## src/rtl/bus_dma_pkg.sv

```systemverilog
// bus_dma_pkg -- shared types and constants for the bus_dma block.
//
// The bus macros (BUS_WIDTH, BUS_ACC_WIDTH, BUS_ACC_1B/2B/4B) are normally
// supplied by femto.vh. Matching defaults are provided here so the block
// still elaborates when that header is not part of the build. The rest of
// the block uses the package constants below rather than the macros, so
// it does not depend on the order in which files are compiled.
//
// Contents:
//   BUS_W, ACC_W              bus data width, access-size field width
//   ACC_1B, ACC_2B, ACC_4B    access-size encodings
//   state_t                   transfer FSM states
//   byte_mask()               mask keeping the low n bytes of a bus word
`ifndef BUS_WIDTH
`define BUS_WIDTH 32
`endif
`ifndef BUS_ACC_WIDTH
`define BUS_ACC_WIDTH 2
`endif
`ifndef BUS_ACC_1B
`define BUS_ACC_1B 2'd0
`endif
`ifndef BUS_ACC_2B
`define BUS_ACC_2B 2'd1
`endif
`ifndef BUS_ACC_4B
`define BUS_ACC_4B 2'd2
`endif

package bus_dma_pkg;

  localparam int BUS_W = `BUS_WIDTH;
  localparam int ACC_W = `BUS_ACC_WIDTH;

  localparam logic [ACC_W-1:0] ACC_1B = `BUS_ACC_1B;
  localparam logic [ACC_W-1:0] ACC_2B = `BUS_ACC_2B;
  localparam logic [ACC_W-1:0] ACC_4B = `BUS_ACC_4B;

  typedef enum logic [2:0] {
    ST_IDLE   = 3'd0,
    ST_RD_REQ = 3'd1,
    ST_RD_WAIT = 3'd2,
    ST_WR_REQ = 3'd3,
    ST_WR_WAIT = 3'd4,
    ST_FINISH = 3'd5
  } state_t;

  // Keeps the low n bytes of a bus word and zeroes the rest, so that
  // write data never carries stale bytes above the access size.
  function automatic logic [BUS_W-1:0] byte_mask(input logic [2:0] n);
    logic [BUS_W-1:0] m;
    m = '0;
    for (int i = 0; i < BUS_W / 8; i++) begin
      if (i < int'(n)) m[i*8 +: 8] = 8'hFF;
    end
    return m;
  endfunction

endpackage

```

## src/rtl/bus_dma_sizer.sv

```systemverilog
// bus_dma_sizer -- combinational access-size selector.
//
// Picks the widest access that both addresses are aligned for and that
// does not run past the end of the transfer.
//
// Ports:
//   src_lo     in   2          low bits of the current source address
//   dst_lo     in   2          low bits of the current destination address
//   remaining  in   LEN_WIDTH  bytes still to copy (non-zero when used)
//   acc        out  ACC_W      selected access size
//   n          out  3          byte count for that size (1, 2 or 4)
module bus_dma_sizer
  import bus_dma_pkg::*;
#(
  parameter int LEN_WIDTH = 16
) (
  input  logic [1:0]           src_lo,
  input  logic [1:0]           dst_lo,
  input  logic [LEN_WIDTH-1:0] remaining,
  output logic [ACC_W-1:0]     acc,
  output logic [2:0]           n
);

  always_comb begin
    acc = ACC_1B;
    n   = 3'd1;
    if (src_lo == 2'b00 && dst_lo == 2'b00 && remaining >= LEN_WIDTH'(3'd4)) begin
      acc = ACC_4B;
      n   = 3'd4;
    end else if (!src_lo[0] && !dst_lo[0] && remaining >= LEN_WIDTH'(3'd2)) begin
      acc = ACC_2B;
      n   = 3'd2;
    end
  end

endmodule

```

## src/rtl/bus_dma.sv

```systemverilog
// bus_dma -- single-channel memory-to-memory copy engine.
//
// Each beat is a read followed by the paired write of the same size. The
// bus is a simple request/response bus: req pulses for one cycle with
// addr/w_rb/acc/wdata valid, the responder answers with resp one or more
// cycles later, or rejects the request with fault in the req cycle.
//
// Ports:
//   clk, rstn        clock, asynchronous active-low reset
//   start            one-cycle pulse, latches src/dst/len when idle
//   src, dst, len    source, destination byte addresses and byte count
//   busy             transfer in progress
//   done, err        one-cycle completion / failure pulses
//   err_addr         address of the failing access, held until next start
//   addr, w_rb, acc, wdata, req   bus request side
//   rdata, resp, fault            bus response side
module bus_dma
  import bus_dma_pkg::*;
#(
  parameter int unsigned TIMEOUT   = 255,
  parameter int          LEN_WIDTH = 16
) (
  input  logic                 clk,
  input  logic                 rstn,
  input  logic                 start,
  input  logic [31:0]          src,
  input  logic [31:0]          dst,
  input  logic [LEN_WIDTH-1:0] len,
  output logic                 busy,
  output logic                 done,
  output logic                 err,
  output logic [31:0]          err_addr,
  output logic [31:0]          addr,
  output logic                 w_rb,
  output logic [ACC_W-1:0]     acc,
  output logic [BUS_W-1:0]     wdata,
  output logic                 req,
  input  logic [BUS_W-1:0]     rdata,
  input  logic                 resp,
  input  logic                 fault
);

  state_t               state_reg, state_next;
  logic [31:0]          src_reg, src_next;
  logic [31:0]          dst_reg, dst_next;
  logic [LEN_WIDTH-1:0] rem_reg, rem_next;
  logic [ACC_W-1:0]     acc_reg, acc_next;
  logic [2:0]           n_reg, n_next;
  logic [BUS_W-1:0]     data_reg, data_next;
  logic [31:0]          cnt_reg, cnt_next;
  logic [31:0]          err_addr_reg, err_addr_next;
  logic                 fin_err_reg, fin_err_next;
  logic                 done_reg, done_next;
  logic                 err_reg, err_next;

  logic [ACC_W-1:0]     sz_acc;
  logic [2:0]           sz_n;
  logic [LEN_WIDTH-1:0] rem_dec;
  logic                 timeout_hit;

  bus_dma_sizer #(
    .LEN_WIDTH (LEN_WIDTH)
  ) u_sizer (
    .src_lo    (src_reg[1:0]),
    .dst_lo    (dst_reg[1:0]),
    .remaining (rem_reg),
    .acc       (sz_acc),
    .n         (sz_n)
  );

  assign rem_dec = rem_reg - LEN_WIDTH'(n_reg);

  // cnt_reg holds the number of cycles since the req edge. The error pulse
  // lands two cycles after the timeout decision (one in FINISH, one for the
  // registered pulse), so deciding at TIMEOUT-2 puts err exactly TIMEOUT
  // cycles after the request.
  assign timeout_hit = (cnt_reg + 32'd2) >= TIMEOUT;

  always_ff @(posedge clk or negedge rstn) begin
    if (!rstn) begin
      state_reg    <= ST_IDLE;
      src_reg      <= '0;
      dst_reg      <= '0;
      rem_reg      <= '0;
      acc_reg      <= ACC_1B;
      n_reg        <= 3'd1;
      data_reg     <= '0;
      cnt_reg      <= '0;
      err_addr_reg <= '0;
      fin_err_reg  <= 1'b0;
      done_reg     <= 1'b0;
      err_reg      <= 1'b0;
    end else begin
      state_reg    <= state_next;
      src_reg      <= src_next;
      dst_reg      <= dst_next;
      rem_reg      <= rem_next;
      acc_reg      <= acc_next;
      n_reg        <= n_next;
      data_reg     <= data_next;
      cnt_reg      <= cnt_next;
      err_addr_reg <= err_addr_next;
      fin_err_reg  <= fin_err_next;
      done_reg     <= done_next;
      err_reg      <= err_next;
    end
  end

  always_comb begin
    state_next    = state_reg;
    src_next      = src_reg;
    dst_next      = dst_reg;
    rem_next      = rem_reg;
    acc_next      = acc_reg;
    n_next        = n_reg;
    data_next     = data_reg;
    cnt_next      = cnt_reg;
    err_addr_next = err_addr_reg;
    fin_err_next  = fin_err_reg;
    done_next     = 1'b0;
    err_next      = 1'b0;

    case (state_reg)
      ST_IDLE: begin
        if (start) begin
          src_next      = src;
          dst_next      = dst;
          rem_next      = len;
          err_addr_next = '0;
          fin_err_next  = 1'b0;
          state_next    = (len != '0) ? ST_RD_REQ : ST_FINISH;
        end
      end

      ST_RD_REQ: begin
        // The size chosen here is kept for the paired write.
        acc_next = sz_acc;
        n_next   = sz_n;
        cnt_next = 32'd1;
        if (fault) begin
          fin_err_next  = 1'b1;
          err_addr_next = src_reg;
          state_next    = ST_FINISH;
        end else begin
          state_next = ST_RD_WAIT;
        end
      end

      ST_RD_WAIT: begin
        cnt_next = cnt_reg + 32'd1;
        if (resp) begin
          data_next  = rdata & byte_mask(n_reg);
          state_next = ST_WR_REQ;
        end else if (timeout_hit) begin
          fin_err_next  = 1'b1;
          err_addr_next = src_reg;
          state_next    = ST_FINISH;
        end
      end

      ST_WR_REQ: begin
        cnt_next = 32'd1;
        if (fault) begin
          fin_err_next  = 1'b1;
          err_addr_next = dst_reg;
          state_next    = ST_FINISH;
        end else begin
          state_next = ST_WR_WAIT;
        end
      end

      ST_WR_WAIT: begin
        cnt_next = cnt_reg + 32'd1;
        if (resp) begin
          src_next   = src_reg + 32'(n_reg);
          dst_next   = dst_reg + 32'(n_reg);
          rem_next   = rem_dec;
          state_next = (rem_dec != '0) ? ST_RD_REQ : ST_FINISH;
        end else if (timeout_hit) begin
          fin_err_next  = 1'b1;
          err_addr_next = dst_reg;
          state_next    = ST_FINISH;
        end
      end

      ST_FINISH: begin
        done_next  = !fin_err_reg;
        err_next   = fin_err_reg;
        state_next = ST_IDLE;
      end

      default: state_next = ST_IDLE;
    endcase
  end

  // Bus outputs decode directly from state so that they are quiet (and at
  // their reset values) whenever no access is in flight.
  assign req   = (state_reg == ST_RD_REQ) || (state_reg == ST_WR_REQ);
  assign w_rb  = (state_reg == ST_WR_REQ) || (state_reg == ST_WR_WAIT);
  assign addr  = ((state_reg == ST_RD_REQ) || (state_reg == ST_RD_WAIT)) ? src_reg :
                 ((state_reg == ST_WR_REQ) || (state_reg == ST_WR_WAIT)) ? dst_reg : 32'd0;
  assign acc   = (state_reg == ST_RD_REQ) ? sz_acc :
                 (state_reg == ST_WR_REQ) ? acc_reg : ACC_1B;
  assign wdata = (state_reg == ST_WR_REQ) ? data_reg : '0;

  assign busy     = (state_reg != ST_IDLE);
  assign done     = done_reg;
  assign err      = err_reg;
  assign err_addr = err_addr_reg;

endmodule

```

## config.mk

```make
export PLATFORM = sky130hd
export DESIGN_NAME = bus_dma
export DESIGN_NICKNAME = d
export VERILOG_FILES = /design/src/rtl/bus_dma_pkg.sv /design/src/rtl/bus_dma_sizer.sv /design/src/rtl/bus_dma.sv
export SDC_FILE = /design/constraint.sdc
export NUM_CORES = 1
export LEC_CHECK = 0
export ABC_AREA = 1
export ABC_CLOCK_PERIOD_IN_PS = 5150
export CAP_MARGIN = 20
export CORE_UTILIZATION = 55
export CTS_BUF_LIST = sky130_fd_sc_hd__clkbuf_8
export DETAILED_ROUTE_END_ITERATION = 16
export PLACE_DENSITY = 0.87
export SYNTH_ARGS = -nofsm -noshare
export SYNTH_HDL_FRONTEND = slang
export SYNTH_SLANG_ARGS = --single-unit
```

## constraint.sdc

```tcl
create_clock -name clk -period 5.15 [get_ports clk]
set_input_delay 1.2875 -clock clk [delete_from_list [all_inputs] [get_ports clk]]
set_output_delay 1.2875 -clock clk [all_outputs]
set_load 0.02 [all_outputs]
```

# Word level (Yosys, flattened, before mapping)
# Cells that the tools add are included.
[word_totals]
reg_bits = 187
in_bits = 117
output_inout_bits = 103
wordCells = 122
[op_classes]
addsub = 5
n_lt_le_gt_ge = 7
eq_ne = 16
mux = 55
bitwise_logic = 1
n_reduce_logical = 26
[op_table]
columns = ["cell", "n"]
rows = [
  ["$mux 32", 14],
  ["$pmux 32 s2", 3],
  ["$pmux 32 s5", 1],
  ["$mux 8", 12],
  ["$add 32x3->32", 2],
  ["$add 32x1->32 const B", 1],
  ["$add 32x2->32 const B", 1],
  ["$and 32x32->32", 1],
  ["$ge 32x8->1 const B", 1],
  ["$mux 16", 2],
  ["$pmux 16 s2", 1],
  ["$reduce_bool 16->1", 2],
  ["$mux 3", 8],
  ["$ne 2x2->1 const B", 9],
  ["$ge 16x2->1 const B", 1],
  ["$ge 16x3->1 const B", 1],
  ["$sub 16x3->16", 1],
  ["$pmux 3 s5", 1],
  ["$mux 1", 8],
  ["$mux 2", 4],
  ["$reduce_and 8->1", 1],
  ["$eq 3x2->1 const B", 2],
  ["$eq 3x3->1 const B", 2],
  ["$lt 1x3->1 const A", 2],
  ["other kinds (16)", 29],
]

# Depth between registers and ports, before layout
# Gate-level depths: netlist (run 1).
[depth]
ltp_word = 6
mapped_depth = 18
mapped_depth_nobuf = 17

# Hierarchy
# Synthesis (run 1) repeated with hierarchy kept, for this count alone.
[unflattened]
hier_cells = 1735
area_unflattened_um2 = 12004.0
[modules_own_cells]
columns = ["mod", "instances", "cells_per_inst", "area_each_um2", "seq_area_each_um2"]
rows = [
  ["bus_dma", 1, 1710, 11888.9, 4680.7],
  ["bus_dma_sizer", 1, 25, 115.1, 0.0],
]

# Worst setup path after synthesis (run 1)
# Ideal clock, no wire load.
[synth_timing]
kind = "reg-to-output"
start = "reg state_reg[2]"
end = "out addr[24]"
arrival_ps = 1750
required_ps = 3863
slack_ps = 2113
stages_incl_launch_ff = 7
path_buffers = 1
path_cell_list = "dfrtp_1 -> inv_1 -> nand3_2 -> nand2_1 -> inv_1 -> clkbuf_1 -> o21ai_0"
[synth_via]
elab_chain_len = 4
elab_cells_between_ends = 8
cone_classes = "4 x eq/ne; 2 x mux; 2 x reduce/logical"
[synth_rtl]
columns = ["item", "line", "rtl"]
rows = [
  ["from (decl)", "bus_dma.sv:43", "state_t state_reg, state_next;"],
  ["from (signal assigned)", "bus_dma.sv:94", "state_reg <= state_next;"],
  ["$eq 3x2->1 or $eq 3x3->1 (tied branches)", "n/a", ""],
  ["$logic_or 1x1->1 *", "n/a", ""],
  ["named net w_rb", "bus_dma.sv:34", "output logic w_rb,"],
  ["$mux 32 *", "bus_dma.sv:201", "((state_reg == ST_WR_REQ) || (state_reg == ST_WR_WAIT)) ? dst_reg : 32'd0;"],
  ["$mux 32 *", "bus_dma.sv:200", "assign addr = ((state_reg == ST_RD_REQ) || (state_reg == ST_RD_WAIT)) ? src_reg :"],
  ["to (decl)", "bus_dma.sv:33", "output logic [31:0] addr,"],
]
# The timed path passes the listed nets; every way through them passes the cells marked *.

# Final worst setup path (run 1)
[layout_timing]
start = "reg state_reg[0]"
end = "out addr[29]"
[layout_via]
elab_chain_len = 4
elab_cells_between_ends = 8
cone_classes = "4 x eq/ne; 2 x mux; 2 x reduce/logical"
[layout_rtl]
columns = ["item", "line"]
rows = [
  ["$eq 3x2->1 or $eq 3x3->1 (tied branches)", "bus_dma.sv:201"],
  ["$logic_or 1x1->1", "bus_dma.sv:201"],
  ["$mux 32", "bus_dma.sv:201"],
  ["$mux 32 *", "bus_dma.sv:200"],
]
# Mark *: on every way between the ends. The rest lies on a longest branch, timed or not.

==> impl_metrics.py, run 1 <==
metrics = {
    "placed_design": {
        "numPortBuffers": 219,
        "gp_congestion": 0.994,
        "post-place-cells": 2132,
        "dp_hpwl_um": 29500,
        "dp_slack_ns": 1.25,
    },
    "grt": {
        "grtUsageTotal_pct": 35.4,
        "grt_pass1_vias": 11800,
        "antenna_found_initial": 0,
        "grt_max_degree": 117,
        "grt_pass1_wl_um": 61100,
        "overflow": 0,
    },
    "worst_setup_path": {
        "criticalPathCategory": "reg2out",
        "required_ns": 3.86,
        "critPathArrivalTime_ns": 3.17,
        "cp-end-kind": "primary output",
        "worstPathMaxFanout": 30,
        "startpoint_type": "flop",
    },
    "synth": {
        "ys_async_sr_fraction_pct": 100,
        "ys_ff_latch": 185,
        "synth_top_area_share_pct": 38.6,
        "synth_edf_count": 0,
        "ys_seq_area_share_pct": 38.8,
        "synth_area_leaders": "dfrtp_1 39%, nand2_1 11%, nand3_1 7.1%, inv_1 6.9%, o21ai_0 6.3%",
        "syn_area_um2": 11900,
        "synth_ff_type": "dfrtp_1",
        "avgSynthCellArea_um2": 7.04,
        "syn_inst": 1694,
        "syn_nets": 1826,
        "yosysWarningCount": 0,
        "ys_types": 49,
        "synth_top_cell_by_area": "dfrtp_1",
    },
    "clock_tree": {
        "cts_resized": 0,
        "cts_tree": "done",
        "clkSlewWorstSetupHoldPaths_ns": 0.11,
        "hold_buffers": 0,
        "cts_buffer_depth": 2,
        "insertion_delay_ns": 0.48,
        "postCtsSetupBuffers": 0,
        "cts_root_buf": "clkbuf_8",
        "clock-sinks": 185,
        "htree_levels": 4,
        "cts_buffers": 17,
    },
    "routing": {
        "drc_errors": 0,
        "drt-wirelength-per-cell_um": 18.1,
        "ant_nets": 0,
        "drtIter0Drc": 1179,
        "routed_wl_um": 39300,
        "viasPerCell": 5.82,
        "drt-pass1-iter-count": 6,
        "vias": 12600,
    },
    "sta": {
        "maxSlewViolCount": 0,
        "max_freq_mhz": 224,
        "rsz0062_at_grt": "false",
        "final_hold_viol_count": 0,
        "relSlewSlack_pct": 28.1,
        "skew_ns": 0.0197,
        "tightest_slew_ns": 1.08,
        "period_needed_ns": 4.46,
        "whs_ns": 0.484,
        "finalCritPeriodShare_pct": 86.6,
        "finalSetupViolations": 0,
        "setup-tns-final_ns": 0,
        "fin_ws_ns": 0.689,
    },
    "cells_and_area": {
        "nets": 2009,
        "drive_above_1_share_pct": 5.19,
        "final_util_pct": 69.6,
        "final_cells": 2165,
        "n_fill_cell": 1806,
        "area_growth_pct": 23.6,
        "diodes": 0,
    },
    "min_path": {
        "min_path_type": "reg2reg",
    },
    "pwr": {
        "p_per_area_nw_per_um2": 552,
        "ir_drop_v": 0.000382,
        "leakage_nw": 6.52,
    },
    "floorplanning": {
        "io_pins": 220,
        "chipHeight_um": 149,
        "die_w_um": 149,
        "row_count": 53,
        "coreArea_um2": 21200,
        "die-area_um2": 22300,
        "initial_core_util_pct": 56.4,
    },
    "run": {
        "maxCapViolations": 0,
    },
    "outcome": {
        "outcome": "finished clean",
    },
}
stage by stage:
| step | power [mW] | cell area, µm² |
|---|---|---|
| final | 8.14 | 14700 |
| after global routing | 8.65 | 14700 |
| after CTS | 8.06 | 14700 |
| after detailed placement | 6.92 | 14300 |
| after global placement | 6.78 | 14300 |
| after floorplan | 5.30 | 11900 |
synthesized netlist by cell type (2+ instances only):
master and count:
a32oi_1 2, ha_1 12, a31oi_1 9, fa_1 3, xnor2_1 6, o21ai_1 6
buf_2 6, dfrtp_1 184, o211ai_1 31, a21oi_1 33, o21a_1 4, o22ai_1 55
a22oi_1 3, nand2_2 19, nor3b_1 4, nand4_1 33, nand2_1 341, buf_1 4
or2_2 12, nor3_1 40, nor2_4 3, clkbuf_1 50, clkinv_1 4, nand3_1 170
a21boi_0 4, nor4_1 11, nor2_2 8, nand3_2 4, o21ai_0 151, inv_1 220
xor2_1 41, nor2_1 199, o21bai_1 6
cell usage in the layout (no fill, tap or decap), types with 4 or more instances in the layout:
cell type,count
nor2_4,4
nand3_2,4
o21ai_0,151
inv_6,5
o211ai_1,31
a21boi_0,4
xnor2_1,6
or2_2,12
nor4_1,11
nand2_1,339
ha_1,12
o21ai_1,6
buf_4,8
nand2_2,20
xor2_1,41
o21bai_1,6
nor2_1,198
clkinv_1,4
nand3_1,170
nor3b_1,4
nor2_2,8
o21a_1,4
a21oi_1,33
inv_8,5
clkbuf_8,18
nor3_1,40
dfrtp_1,184
o22ai_1,55
nand4_1,33
inv_1,219
clkdlybuf4s50_1,218
a31oi_1,9
critical path, cell delays in order (launching register included):
cell,delay (ns)
dfrtp_1,0.45
nor2_1,0.18
nand2_2,0.08
nand2_1,0.16
inv_1,0.46
o21ai_0,0.66
clkdlybuf4s50_1,0.71
worst paths after layout:
check / from / endpoint / slack [ns] / depth (start not counted)
worst min-delay path: err_addr[21] / err_addr[21] / 0.48 / 2
min in group asynchronous: rstn / cnt_reg[28] / 0.90 / 1
max in group asynchronous: rstn / dst_reg[6] / 3.10 / 2
worst max register to register: n_reg[0] / src_reg[28] / 1.75 / 16
worst min register to register: err_addr[21] / err_addr[21] / 0.48 / 2
worst max-delay path: state_reg[0] / addr[29] / 0.69 / 6
cells by family (layout without fill, tap and decap cells):
logic type / Yosys count / in the layout / share of synthesized area [%]
simple gates: 850 / 850 / 31.7
compound gates: 309 / 309 / 14.9
buf+inv: 288 / 484 / 9.44
flops: 185 / 185 / 38.8
xor+xnor: 47 / 47 / 3.45
fa+ha+maj: 15 / 15 / 1.76
metal layers:
layer  track usage [%]  vias up  part of all wire [%]
met1              44.4     5880                    39
met4              20.5        0                   6.0
met2              56.8      626                    46
met5                 0        -                     0
met3              7.31      134                   8.3
li1                  -     5950                     -
cell type report:
type | count | area [µm²] | share of cell area (%)
clock buffers | 17 | 234 | 1.59
clock inverters | 15 | 223 | 1.51
inverters | 224 | 841 | 5.71
multi-input cells | 1221 | 6180 | 42.0
flip-flops and latches | 185 | 4630 | 31.4
well taps | 275 | 344 | 2.34
repair buffers | 228 | 2280 | 15.4
power by group:
group | internal [mW] | leakage, nW | total [mW] | switching, mW
registers | 2.00 | 2.38 | 2.47 | 0.464
logic | 1.53 | 3.91 | 4.53 | 3.00
clock network | 0.513 | 0.231 | 1.14 | 0.627
total | 4.04 | 6.52 | 8.14 | 4.09
Power figures use the tool's default switching activity.
==> run 2, diff against run 1 <==
- ABC_AREA: 1 -> unset
- PLACE_DENSITY: 0.87 -> 0.89
==> run 2 against run 1 <==
  * Area after synthesis down 9.8%
  * Utilization up 1.3 points
  * Cell area down 8.7%
  * Combinational power down 21%
  * Sequential power up 6%
  * Hold slack about the same
  * Global-route usage down 3.2 points
  * Count of clock-buffer cells in the layout unchanged
  * Critical path type unchanged
  * Largest cell class unchanged
  * Largest power group unchanged
==> impl_metrics.py, run 2 <==
metrics = {
    "clock_tree": {
        "hold_buffers": 0,
        "postCtsSetupBuffers": 0,
        "clkSlewWorstSetupHoldPaths_ns": 0.11,
        "cts_resized": 0,
        "cts_buffers": 17,
        "cts_root_buf": "clkbuf_8",
        "insertion_delay_ns": 0.49,
        "clock-sinks": 185,
        "cts_tree": "done",
        "cts_buffer_depth": 2,
        "htree_levels": 4,
    },
    "worst_setup_path": {
        "rrSetupSlack_ns": 1.04,
        "path_buf_inv": 1,
        "worstRegToRegCells": 13,
        "cp-end-kind": "primary output",
        "r2r-end": "src_reg[30]",
        "crit_path_frequent_cell": "nand2_1",
        "critPathSlowestCell": "clkdlybuf4s50_1",
        "r2r_start": "n_reg[0]",
        "required_ns": 3.86,
        "worstPathMaxFanout": 5,
        "critPathArrivalTime_ns": 3.48,
        "startpoint_type": "flop",
        "slowest_delay_ns": 0.65,
        "critical-path-top-delay-family": "simple AND/OR/NAND/NOR gates",
        "path_cells": "or3_1, nor4_1, nand2_1, or4_1, nand2_1, nand2_1, o22ai_1, clkdlybuf4s50_1",
        "criticalPathCategory": "reg2out",
    },
    "synth": {
        "ys_types": 58,
        "syn_inst": 1262,
        "syn_nets": 1394,
        "synth_compound_area_share_pct": 22.0,
        "synth_top_area_share_pct": 42.8,
        "synth_edf_count": 0,
        "yosysMostFrequentCell": "dfrtp_1",
        "synth_top_family_by_area": "simple AND/OR/NAND/NOR gates",
        "synth_top_cell_by_area": "dfrtp_1",
        "synth-simple-area-share_pct": 22.7,
        "ys_async_sr_fraction_pct": 100,
        "synth_ff_type": "dfrtp_1",
        "synth_xor_area_share_pct": 1.87,
        "yosys-top-cells-count": "184 x dfrtp_1, 137 x a21oi_1, 133 x nand2_1",
        "synth_area_leaders": "dfrtp_1 43%, a21oi_1 6.4%, o21ai_0 4.8%, nand2_1 4.6%, nor2_1 3.9%",
        "yosysWarningCount": 0,
        "synthAdderAreaFrac_pct": 1.95,
        "syn_area_um2": 10800,
        "ys_ff_latch": 185,
        "avgSynthCellArea_um2": 8.52,
        "ys_seq_area_share_pct": 43.0,
        "muxShareOfSynthArea_pct": 3.91,
    },
    "routing": {
        "drtIter0Drc": 1117,
        "drc_errors": 0,
        "viasPerCell": 6.33,
        "drt-wirelength-per-cell_um": 18.9,
        "ant_nets": 0,
        "routed_wl_um": 31900,
        "drt-pass1-iter-count": 6,
        "vias": 10700,
    },
    "grt": {
        "antenna_found_initial": 0,
        "grtUsageTotal_pct": 32.2,
        "grt_pass1_vias": 10100,
        "grt_pass1_wl_um": 51900,
        "grt_max_degree": 123,
        "overflow": 0,
    },
    "cells_and_area": {
        "mostFrequentLayoutCells": "218 x clkdlybuf4s50_1, 184 x dfrtp_1, 136 x a21oi_1",
        "nets": 1548,
        "multi_input_area_um2": 5660,
        "area_growth_pct": 25.0,
        "layout_commonest_cell": "clkdlybuf4s50_1",
        "diodes": 0,
        "drive_above_1_share_pct": 6.65,
        "n_fill_cell": 1439,
        "seq_area_um2": 4630,
    },
    "floorplanning": {
        "coreArea_um2": 19000,
        "io_pins": 220,
        "chipHeight_um": 142,
        "die_w_um": 142,
        "die-area_um2": 20100,
        "initial_core_util_pct": 56.8,
        "row_count": 50,
    },
    "placed_design": {
        "dp_hpwl_um": 21900,
        "gp_congestion": 0.952,
        "dp_slack_ns": 0.945,
        "numPortBuffers": 219,
    },
    "sta": {
        "period_needed_ns": 4.76,
        "final_hold_viol_count": 0,
        "setup-tns-final_ns": 0,
        "rsz0062_at_grt": "false",
        "relSlewSlack_pct": 26.9,
        "max_freq_mhz": 210,
        "maxSlewViolCount": 0,
        "finalSetupViolations": 0,
        "fin_ws_ns": 0.387,
        "skew_ns": 0.0224,
        "finalCritPeriodShare_pct": 92.5,
        "whs_ns": 0.484,
        "tightest_slew_ns": 1.09,
    },
    "outcome": {
        "outcome": "finished clean",
    },
    "pwr": {
        "ir_drop_v": 0.000366,
        "finalPower_mw": 7.24,
        "leakage_nw": 5.48,
        "p_per_area_nw_per_um2": 538,
    },
    "min_path": {
        "min_path_type": "reg2reg",
        "holdPathStages": 2,
        "hp-start": "data_reg[14]",
        "min_to": "data_reg[14]",
    },
    "run": {
        "maxCapViolations": 0,
    },
}
[run 2: how the worst max path moves through the flow]
stage	start	to	slack (ns)	cells after the start
3_3_place_gp	rem_reg[8]	acc[0]	1.11	8
5_1_grt	rem_reg[8]	acc[0]	0.24	8
6_report	rem_reg[8]	acc[0]	0.39	8
2_1_floorplan	n_reg[0]	src_reg[30]	1.56	12
3_5_place_dp	rem_reg[8]	acc[0]	0.94	8
4_1_cts	rem_reg[8]	acc[0]	0.42	8
[run 2: per-layer routing]
layer	routed length, µm	GRT usage, %
met5	0	0
met4	792	9.51
met3	3010	7.73
met2	15300	52.9
met1	12800	42.4
[run 2: power breakdown]
part,switching (mW),leakage [nW],internal (mW)
Sequential,0.625,2.30,2.00
Combinational,2.01,2.97,1.58
Clock,0.609,0.203,0.411
[run 2: layout make-up]
cell class / count / share of cell area (%)
Sequential cell: 185 / 34.4
Clock buffer: 17 / 1.74
Clock inverter: 15 / 1.29
Multi-Input combinational cell: 955 / 42.1
Inverter: 25 / 0.698
Timing Repair Buffer: 232 / 17.3
Tap cell: 260 / 2.42
[run 2: tightest hold or removal path, stage by stage (launching register included)]
cell and delay, ns:
dfrtp_1 0.35, nand2_1 0.04, o21ai_0 0.06
[run 2: through the flow]
stage | cell area (µm²) | std cells | utilization (%)
final | 13500 | 1689 | 71.0
after global routing | 13500 | 1689 | 71.0
after CTS | 13500 | 1689 | 71.0
after detailed placement | 13000 | 1657 | 68.8
after global placement | 13000 | 1657 | 68.8
after floorplan | 10800 | 1262 | -
[run 2: cells by family (layout without fill, tap and decap cells)]
kind of cell / Yosys count / in the layout
xor+xnor: 23 / 23
mux: 38 / 38
fa+ha+maj: 15 / 15
simple gates: 493 / 493
buf+inv: 122 / 289
compound gates: 386 / 386
flops: 185 / 185
